`src/rtl/mc_control_fsm_if.sv`:
```
// Control bundle between the multi-cycle control FSM and its datapath.
// master = control unit, slave = IR/ALU/memory side of the datapath.
interface mc_control_fsm_if;
   logic [5:0] opcode;
   logic [5:0] funct;
   logic       zero;
   logic       mem_ready;
   logic       pc_write;
   logic       pc_write_cond;
   logic       pc_en;
   logic       iord;
   logic       mem_read;
   logic       mem_write;
   logic       ir_write;
   logic [1:0] reg_dst;
   logic [1:0] mem_to_reg;
   logic       reg_write;
   logic       alu_src_a;
   logic [1:0] alu_src_b;
   logic [1:0] alu_op;
   logic [1:0] pc_source;

   modport master (
      input  opcode, funct, zero, mem_ready,
      output pc_write, pc_write_cond, pc_en, iord,
      output mem_read, mem_write, ir_write,
      output reg_dst, mem_to_reg, reg_write,
      output alu_src_a, alu_src_b, alu_op, pc_source
   );

   modport slave (
      output opcode, funct, zero, mem_ready,
      input  pc_write, pc_write_cond, pc_en, iord,
      input  mem_read, mem_write, ir_write,
      input  reg_dst, mem_to_reg, reg_write,
      input  alu_src_a, alu_src_b, alu_op, pc_source
   );
endinterface

```
`src/rtl/mc_control_fsm.sv`:
```
// Multi-cycle MIPS main control FSM with memory-wait timeout and retire count.
// MC_CTRL_IMM_EN enables the addi/slti/andi/ori IMM_EXEC/IMM_WB path.
module mc_control_fsm #(
   parameter int WAIT_MAX = 15,
   parameter int CNT_W    = 32
) (
   input  logic             clk,
   input  logic             rst_n,
   mc_control_fsm_if.master bus,
   output logic [3:0]       state,
   output logic             illegal,
   output logic             fault,
   output logic [CNT_W-1:0] retired
);

   typedef enum logic [3:0] {
      S_RESET    = 4'd0,
      S_FETCH    = 4'd1,
      S_DECODE   = 4'd2,
      S_MEM_ADDR = 4'd3,
      S_MEM_RD   = 4'd4,
      S_MEM_WB   = 4'd5,
      S_MEM_WR   = 4'd6,
      S_EXEC     = 4'd7,
      S_ALU_WB   = 4'd8,
      S_BRANCH   = 4'd9,
      S_JUMP     = 4'd10,
      S_JAL      = 4'd11,
      S_JR       = 4'd12,
      S_FAULT    = 4'd13,
      S_IMM_EXEC = 4'd14,
      S_IMM_WB   = 4'd15
   } state_t;

   localparam logic [5:0] OP_RTYPE = 6'b000000;
   localparam logic [5:0] OP_LW    = 6'b100011;
   localparam logic [5:0] OP_SW    = 6'b101011;
   localparam logic [5:0] OP_BEQ   = 6'b000100;
   localparam logic [5:0] OP_J     = 6'b000010;
   localparam logic [5:0] OP_JAL   = 6'b000011;
   localparam logic [5:0] FN_JR    = 6'b001000;
   localparam logic [7:0] WMAX     = 8'(WAIT_MAX);

   state_t     st;
   state_t     st_nx;
   logic [7:0] wcnt;
   logic       w_to;
   logic       in_wait;
   logic       retire;

   logic is_mem;
   logic is_rt;
   logic is_jr;
   logic is_beq;
   logic is_j;
   logic is_jal;
   logic is_imm;
   logic is_legal;

   assign is_mem = (bus.opcode == OP_LW) || (bus.opcode == OP_SW);
   assign is_rt  = (bus.opcode == OP_RTYPE) && (bus.funct != FN_JR);
   assign is_jr  = (bus.opcode == OP_RTYPE) && (bus.funct == FN_JR);
   assign is_beq = (bus.opcode == OP_BEQ);
   assign is_j   = (bus.opcode == OP_J);
   assign is_jal = (bus.opcode == OP_JAL);

`ifdef MC_CTRL_IMM_EN
   assign is_imm = (bus.opcode == 6'b001000) || (bus.opcode == 6'b001010)
                || (bus.opcode == 6'b001100) || (bus.opcode == 6'b001101);
`else
   assign is_imm = 1'b0;
`endif

   assign is_legal = is_mem | is_rt | is_jr | is_beq
                   | is_j | is_jal | is_imm;

   assign in_wait = (st == S_FETCH) || (st == S_MEM_RD)
                 || (st == S_MEM_WR);
   assign w_to    = (wcnt == WMAX);

   always_comb begin
      st_nx = st;
      unique case (st)
         S_RESET:    st_nx = S_FETCH;
         S_FETCH: begin
            if (bus.mem_ready)
               st_nx = S_DECODE;
            else if (w_to)
               st_nx = S_FAULT;
         end
         S_DECODE: begin
            unique case (1'b1)
               is_mem:  st_nx = S_MEM_ADDR;
               is_jr:   st_nx = S_JR;
               is_rt:   st_nx = S_EXEC;
               is_beq:  st_nx = S_BRANCH;
               is_j:    st_nx = S_JUMP;
               is_jal:  st_nx = S_JAL;
               is_imm:  st_nx = S_IMM_EXEC;
               default: st_nx = S_FETCH;
            endcase
         end
         // opcode bit 3 separates sw (101011) from lw (100011)
         S_MEM_ADDR: st_nx = bus.opcode[3] ? S_MEM_WR : S_MEM_RD;
         S_MEM_RD: begin
            if (bus.mem_ready)
               st_nx = S_MEM_WB;
            else if (w_to)
               st_nx = S_FAULT;
         end
         S_MEM_WB:   st_nx = S_FETCH;
         S_MEM_WR: begin
            if (bus.mem_ready)
               st_nx = S_FETCH;
            else if (w_to)
               st_nx = S_FAULT;
         end
         S_EXEC:     st_nx = S_ALU_WB;
         S_ALU_WB:   st_nx = S_FETCH;
         S_BRANCH:   st_nx = S_FETCH;
         S_JUMP:     st_nx = S_FETCH;
         S_JAL:      st_nx = S_FETCH;
         S_JR:       st_nx = S_FETCH;
         S_FAULT:    st_nx = S_FAULT;
`ifdef MC_CTRL_IMM_EN
         S_IMM_EXEC: st_nx = S_IMM_WB;
         S_IMM_WB:   st_nx = S_FETCH;
`else
         S_IMM_EXEC: st_nx = S_FAULT;
         S_IMM_WB:   st_nx = S_FAULT;
`endif
      endcase
   end

   always_comb begin
      retire = 1'b0;
      if (st_nx == S_FETCH) begin
         unique case (st)
            S_MEM_WB, S_MEM_WR, S_ALU_WB, S_BRANCH,
            S_JUMP, S_JAL, S_JR, S_IMM_WB: retire = 1'b1;
            default:                       retire = 1'b0;
         endcase
      end
   end

   always_ff @(posedge clk) begin
      if (!rst_n) begin
         st      <= S_RESET;
         wcnt    <= 8'd0;
         retired <= '0;
      end else begin
         st <= st_nx;
         // any state change clears the count, so each wait starts fresh
         if (st_nx != st)
            wcnt <= 8'd0;
         else if (in_wait && !bus.mem_ready && !w_to)
            wcnt <= wcnt + 8'd1;
         if (retire)
            retired <= retired + CNT_W'(1);
      end
   end

   always_comb begin
      bus.pc_write      = 1'b0;
      bus.pc_write_cond = 1'b0;
      bus.iord          = 1'b0;
      bus.mem_read      = 1'b0;
      bus.mem_write     = 1'b0;
      bus.ir_write      = 1'b0;
      bus.reg_dst       = 2'b00;
      bus.mem_to_reg    = 2'b00;
      bus.reg_write     = 1'b0;
      bus.alu_src_a     = 1'b0;
      bus.alu_src_b     = 2'b00;
      bus.alu_op        = 2'b00;
      bus.pc_source     = 2'b00;
      illegal           = 1'b0;
      fault             = 1'b0;
      unique case (st)
         S_FETCH: begin
            bus.mem_read  = 1'b1;
            bus.alu_src_b = 2'b01;
            bus.ir_write  = bus.mem_ready;
            bus.pc_write  = bus.mem_ready;
         end
         S_DECODE: begin
            bus.alu_src_b = 2'b11;
            illegal       = !is_legal;
         end
         S_MEM_ADDR: begin
            bus.alu_src_a = 1'b1;
            bus.alu_src_b = 2'b10;
         end
         S_MEM_RD: begin
            bus.mem_read = 1'b1;
            bus.iord     = 1'b1;
         end
         S_MEM_WB: begin
            bus.mem_to_reg = 2'b01;
            bus.reg_write  = 1'b1;
         end
         S_MEM_WR: begin
            bus.mem_write = 1'b1;
            bus.iord      = 1'b1;
         end
         S_EXEC: begin
            bus.alu_src_a = 1'b1;
            bus.alu_op    = 2'b10;
         end
         S_ALU_WB: begin
            bus.reg_dst   = 2'b01;
            bus.reg_write = 1'b1;
         end
         S_BRANCH: begin
            bus.alu_src_a     = 1'b1;
            bus.alu_op        = 2'b01;
            bus.pc_write_cond = 1'b1;
            bus.pc_source     = 2'b01;
         end
         S_JUMP: begin
            bus.pc_write  = 1'b1;
            bus.pc_source = 2'b10;
         end
         S_JAL: begin
            bus.pc_write   = 1'b1;
            bus.pc_source  = 2'b10;
            bus.reg_dst    = 2'b10;
            bus.mem_to_reg = 2'b10;
            bus.reg_write  = 1'b1;
         end
         S_JR: begin
            bus.pc_write  = 1'b1;
            bus.pc_source = 2'b11;
         end
         S_FAULT:    fault = 1'b1;
`ifdef MC_CTRL_IMM_EN
         S_IMM_EXEC: begin
            bus.alu_src_a = 1'b1;
            bus.alu_src_b = 2'b10;
            bus.alu_op    = 2'b11;
         end
         S_IMM_WB: begin
            bus.reg_dst    = 2'b00;
            bus.mem_to_reg = 2'b00;
            bus.reg_write  = 1'b1;
         end
`endif
         default: begin
         end
      endcase
   end

   assign bus.pc_en = bus.pc_write | (bus.pc_write_cond & bus.zero);
   assign state     = st;

endmodule

```
`src/flat_wrapper.sv`:
```
// flat-port wrapper written by rule: the top's interface ports become plain ports
module mc_control_fsm_flat 
#(
   parameter int WAIT_MAX = 15,
   parameter int CNT_W    = 32
)
  (clk, rst_n, state, illegal, fault, retired, bus_opcode, bus_funct, bus_zero, bus_mem_ready, bus_pc_write, bus_pc_write_cond, bus_pc_en, bus_iord, bus_mem_read, bus_mem_write, bus_ir_write, bus_reg_dst, bus_mem_to_reg, bus_reg_write, bus_alu_src_a, bus_alu_src_b, bus_alu_op, bus_pc_source);
  mc_control_fsm_if bus_i ();
  input  logic clk;
  input  logic rst_n;
  output logic [3:0] state;
  output logic illegal;
  output logic fault;
  output logic [CNT_W-1:0] retired;
  input wire logic [$bits(bus_i.opcode)-1:0] bus_opcode;
  input wire logic [$bits(bus_i.funct)-1:0] bus_funct;
  input wire logic [$bits(bus_i.zero)-1:0] bus_zero;
  input wire logic [$bits(bus_i.mem_ready)-1:0] bus_mem_ready;
  output wire logic [$bits(bus_i.pc_write)-1:0] bus_pc_write;
  output wire logic [$bits(bus_i.pc_write_cond)-1:0] bus_pc_write_cond;
  output wire logic [$bits(bus_i.pc_en)-1:0] bus_pc_en;
  output wire logic [$bits(bus_i.iord)-1:0] bus_iord;
  output wire logic [$bits(bus_i.mem_read)-1:0] bus_mem_read;
  output wire logic [$bits(bus_i.mem_write)-1:0] bus_mem_write;
  output wire logic [$bits(bus_i.ir_write)-1:0] bus_ir_write;
  output wire logic [$bits(bus_i.reg_dst)-1:0] bus_reg_dst;
  output wire logic [$bits(bus_i.mem_to_reg)-1:0] bus_mem_to_reg;
  output wire logic [$bits(bus_i.reg_write)-1:0] bus_reg_write;
  output wire logic [$bits(bus_i.alu_src_a)-1:0] bus_alu_src_a;
  output wire logic [$bits(bus_i.alu_src_b)-1:0] bus_alu_src_b;
  output wire logic [$bits(bus_i.alu_op)-1:0] bus_alu_op;
  output wire logic [$bits(bus_i.pc_source)-1:0] bus_pc_source;
  assign bus_i.opcode = bus_opcode;
  assign bus_i.funct = bus_funct;
  assign bus_i.zero = bus_zero;
  assign bus_i.mem_ready = bus_mem_ready;
  assign bus_pc_write = bus_i.pc_write;
  assign bus_pc_write_cond = bus_i.pc_write_cond;
  assign bus_pc_en = bus_i.pc_en;
  assign bus_iord = bus_i.iord;
  assign bus_mem_read = bus_i.mem_read;
  assign bus_mem_write = bus_i.mem_write;
  assign bus_ir_write = bus_i.ir_write;
  assign bus_reg_dst = bus_i.reg_dst;
  assign bus_mem_to_reg = bus_i.mem_to_reg;
  assign bus_reg_write = bus_i.reg_write;
  assign bus_alu_src_a = bus_i.alu_src_a;
  assign bus_alu_src_b = bus_i.alu_src_b;
  assign bus_alu_op = bus_i.alu_op;
  assign bus_pc_source = bus_i.pc_source;
  mc_control_fsm #(.WAIT_MAX(WAIT_MAX), .CNT_W(CNT_W)) u_core (.clk(clk), .rst_n(rst_n), .bus(bus_i), .state(state), .illegal(illegal), .fault(fault), .retired(retired));
endmodule
```
`config.mk`:
```
export PLATFORM = sky130hd
export DESIGN_NAME = mc_control_fsm_flat
export DESIGN_NICKNAME = d
export VERILOG_FILES = /design/src/rtl/mc_control_fsm_if.sv /design/src/rtl/mc_control_fsm.sv /design/src/flat_wrapper.sv
export SDC_FILE = /design/constraint.sdc
export NUM_CORES = 1
export LEC_CHECK = 0
export ABC_AREA = 1
export BUFFER_PORTS_ARGS = -buffer_cell sky130_fd_sc_hd__buf_2
export CAP_MARGIN = 20
export CORE_MARGIN = 2
export CORE_UTILIZATION = 59
export CTS_CLUSTER_SIZE = 20
export DETAILED_ROUTE_END_ITERATION = 6
export HOLD_SLACK_MARGIN = 0.02
export PLACE_DENSITY = 0.83
export REMOVE_ABC_BUFFERS = 1
export SLEW_MARGIN = 5
export SYNTH_ARGS = -nofsm -noshare
export SYNTH_HDL_FRONTEND = slang
export SYNTH_SLANG_ARGS = --single-unit
```
`constraint.sdc`:
```
create_clock -name clk -period 4.1 [get_ports clk]
set_clock_uncertainty 0.15 [all_clocks]
set_input_delay 0.205 -clock clk [delete_from_list [all_inputs] [get_ports clk]]
set_output_delay 0.205 -clock clk [all_outputs]
set_load 0.01 [all_outputs]
```
==> key figures <==
Min path
  – Hold Path Class: in2reg

Global routing
  – Vias in the first global route: 3186
  – Total GRT Usage: 0.276
  – GR Overflow Total: 0
  – Pin count of the biggest net entering global routing: 39
  – First-pass GRT wire length: 14000 um
  – Initial antenna violation count: 0

Die
  – Die W: 78.1 um
  – Die area: 0.00609 sq mm
  – Initial core utilization: 0.622
  – Die Y: 78.1 um
  – CORE AREA: 0.00520 sq mm
  – Rows: 26
  – I/O pins: 73

Finish
  – ANT cells: 0
  – Commonest cells after routing, fill and taps aside: nand2_1 (145), nor2_1 (105), inv_1 (102)
  – Commonest non-fill, non-tap cell in the layout: nand2_1
  – Nets: 642
  – Non-Filler Instances: 695
  – Post-route cell area: 0.00367 sq mm
  – Share of layout cells above drive strength 1: 0.157
  – P&R area growth vs syn: 13.5%

Clock network
  – TritonCTS clock tree: yes
  – Clock insertion delay at the later pin of the skew report: 0.30 ns
  – Clk buf depth: 2
  – Clk slew on worst S/H paths: 0.09 ns
  – TritonCTS buffer count: 5
  – Root Buffer: clkbuf_8
  – Post_cts resized: 0
  – Post-CTS setup buffers: 0
  – Clock sinks: 45
  – CTS H-Tree Depth: 2
  – # hold bufs at CTS: 0

Synth
  – Number of enable flip-flop cells after synthesis: 0
  – Mux cell area share after synthesis: 0.00348
  – Post-Synth Simple-Gate Area: 0.502
  – Synth Area in XOR/XNOR: 0.0271
  – Compound-Gate Fraction of Synth Area: 0.0159
  – Yosys warns: 0
  – Largest family of logic cells by synthesized area: simple AND/OR/NAND/NOR gates
  – Avg Inst Size Synth: 5.75 sq um
  – Synth Cell Area: 0.00324 sq mm
  – Part of the Yosys area used for sequential elements: 0.278
  – Post-synthesis cell type count: 33
  – #FFs+latches synth: 45
  – Main flop type after synthesis: dfxtp_1
  – Post-Synthesis Cells: 563
  – Adder-Cell Fraction of Synth Area: 0.00773
  – Synth async-reset ratio: 0

Route
  – Average routed wire per standard cell: 11.3 um
  – WL met1: 3710 um
  – Drt total wl: 7850 um
  – First drt pass iteration count: 6
  – Vias per cell: 5.13
  – DR WL met3: 453 um
  – Drc violations: 0
  – Post-route ant nets: 0
  – DR WL met2: 3610 um
  – 1st-iter DRT viols: 198
  – DR top layer: met4
  – Routed vias: 3565

Power and ir drop
  – Worst IR drop on VDD: 0.000238 V
  – Leak Pwr: 1.88 nW
  – Power per cell area: 282 mW/mm^2

Place
  – DP HPWL: 5870 um
  – Inst Count DP: 687
  – Placed cell area: 0.00358 sq mm
  – Port buffer count: 72
  – Gp weighted congestion: 0.933

Worst setup path
  – Startpoint Class: register
  – Arr. time, crit path: 2.86 ns
  – Max FO, Critical Path: 35
  – CP Capture Type: register
  – Worst endpoint required time: 4.20 ns
  – Setup Crit Path Kind: reg2reg

Run
  – Max_cap viols: 0

STA
  – Fin crit period: 2.77 ns
  – Relative slew slack: 0.517
  – Crit share post-route: 0.674
  – # setup viols final: 0
  – Hold_ws: 0.195 ns
  – Post-Route Setup TNS: 0 ns
  – F_max: 362 MHz
  – Hold Vio Cnt, Final: 0
  – RSZ-0062 raised after global routing: false
  – Tightest Pin Transition: 0.722 ns
  – Max Slew Vio Count: 0

Run status
  – Outcome: finished, final reports clean
cell type report:
class	count	area, sq um
clock buffers	6	82.6
clock inverters	2	13.8
repair buffers	74	375
fillers	523	1530
flip-flops and latches	45	901
inverters	107	402
multi-input cells	391	1810
well taps	70	87.6
synth_stat cells, types with 3 or more instances:
| cell | number | share of area |
|---|---|---|
| nor3_1 | 13 | 0.020 |
| buf_2 | 5 | 0.0077 |
| inv_1 | 102 | 0.12 |
| xnor2_1 | 4 | 0.011 |
| nor2_2 | 3 | 0.0058 |
| nand4_1 | 35 | 0.068 |
| o21ai_0 | 4 | 0.0062 |
| nor2_1 | 106 | 0.12 |
| buf_4 | 8 | 0.019 |
| nand3_1 | 52 | 0.080 |
| xor2_1 | 6 | 0.016 |
| nand2_1 | 145 | 0.17 |
| nand3b_1 | 3 | 0.0070 |
| inv_2 | 3 | 0.0035 |
| dfxtp_1 | 45 | 0.28 |
| buf_6 | 3 | 0.010 |
worst paths after layout:
check | start | to | slack [ns] | cells past startpoint
hold reg to reg | u_core.retired[31] | u_core.retired[31] | 0.39 | 4
hold / removal | bus_mem_ready | u_core.state[2] | 0.20 | 4
setup reg to reg | u_core.state[1] | u_core.retired[9] | 1.33 | 13
setup / recovery | u_core.state[1] | u_core.retired[9] | 1.33 | 13
critical path, stage by stage, from the launching register on:
cell	delay [ns]
dfxtp_1	0.49
clkinv_1	0.16
nand2_1	0.17
nor2_1	0.07
nor2_2	0.12
nand3b_1	0.08
nand2_1	0.10
nand2_1	0.10
nor2_4	0.59
buf_4	0.36
nand3_1	0.11
nand2_1	0.08
inv_1	0.04
nor2_1	0.08
per-stage QoR:
step                      setup WS, ns  total power [mW]   util
after floorplan                  0.484             0.652      -
after global placement            1.45             0.741  0.687
after detailed placement          1.38             0.743  0.687
after CTS                         1.34              1.03  0.706
after global routing             0.998              1.09  0.706
final                             1.33              1.04  0.706
power by group:
part	leakage (nW)	switching (mW)	internal, mW	total [mW]
Combinational	1.47	0.196	0.0772	0.273
Sequential	0.363	0.0184	0.446	0.465
Clock	0.0512	0.160	0.137	0.297
Total	1.88	0.375	0.661	1.04
state kept, by name, indices dropped and copies added, names as in the netlist, named ones only:
register	flops
u_core.state	4
u_core.retired	32
u_core.wcnt	8
metal layers:
layer  vias to the layer above  GRT usage
met3                        10     0.0437
met1                      1586      0.375
met2                       114      0.461
li1                       1855          -
met4                         0     0.0649
met5                         -          0
kinds of logic (layout without fill, tap and decap cells):
logic type | after synthesis | after routing
AOI/OAI and AO/OA | 9 | 9
xor gates and xnor gates | 10 | 10
adders and majority gates | 2 | 2
buffers and inverters | 127 | 189
DFF | 45 | 45
muxes | 1 | 1
and+or+nand+nor | 369 | 369
Note: power is estimated with default switching activity, not from simulation.
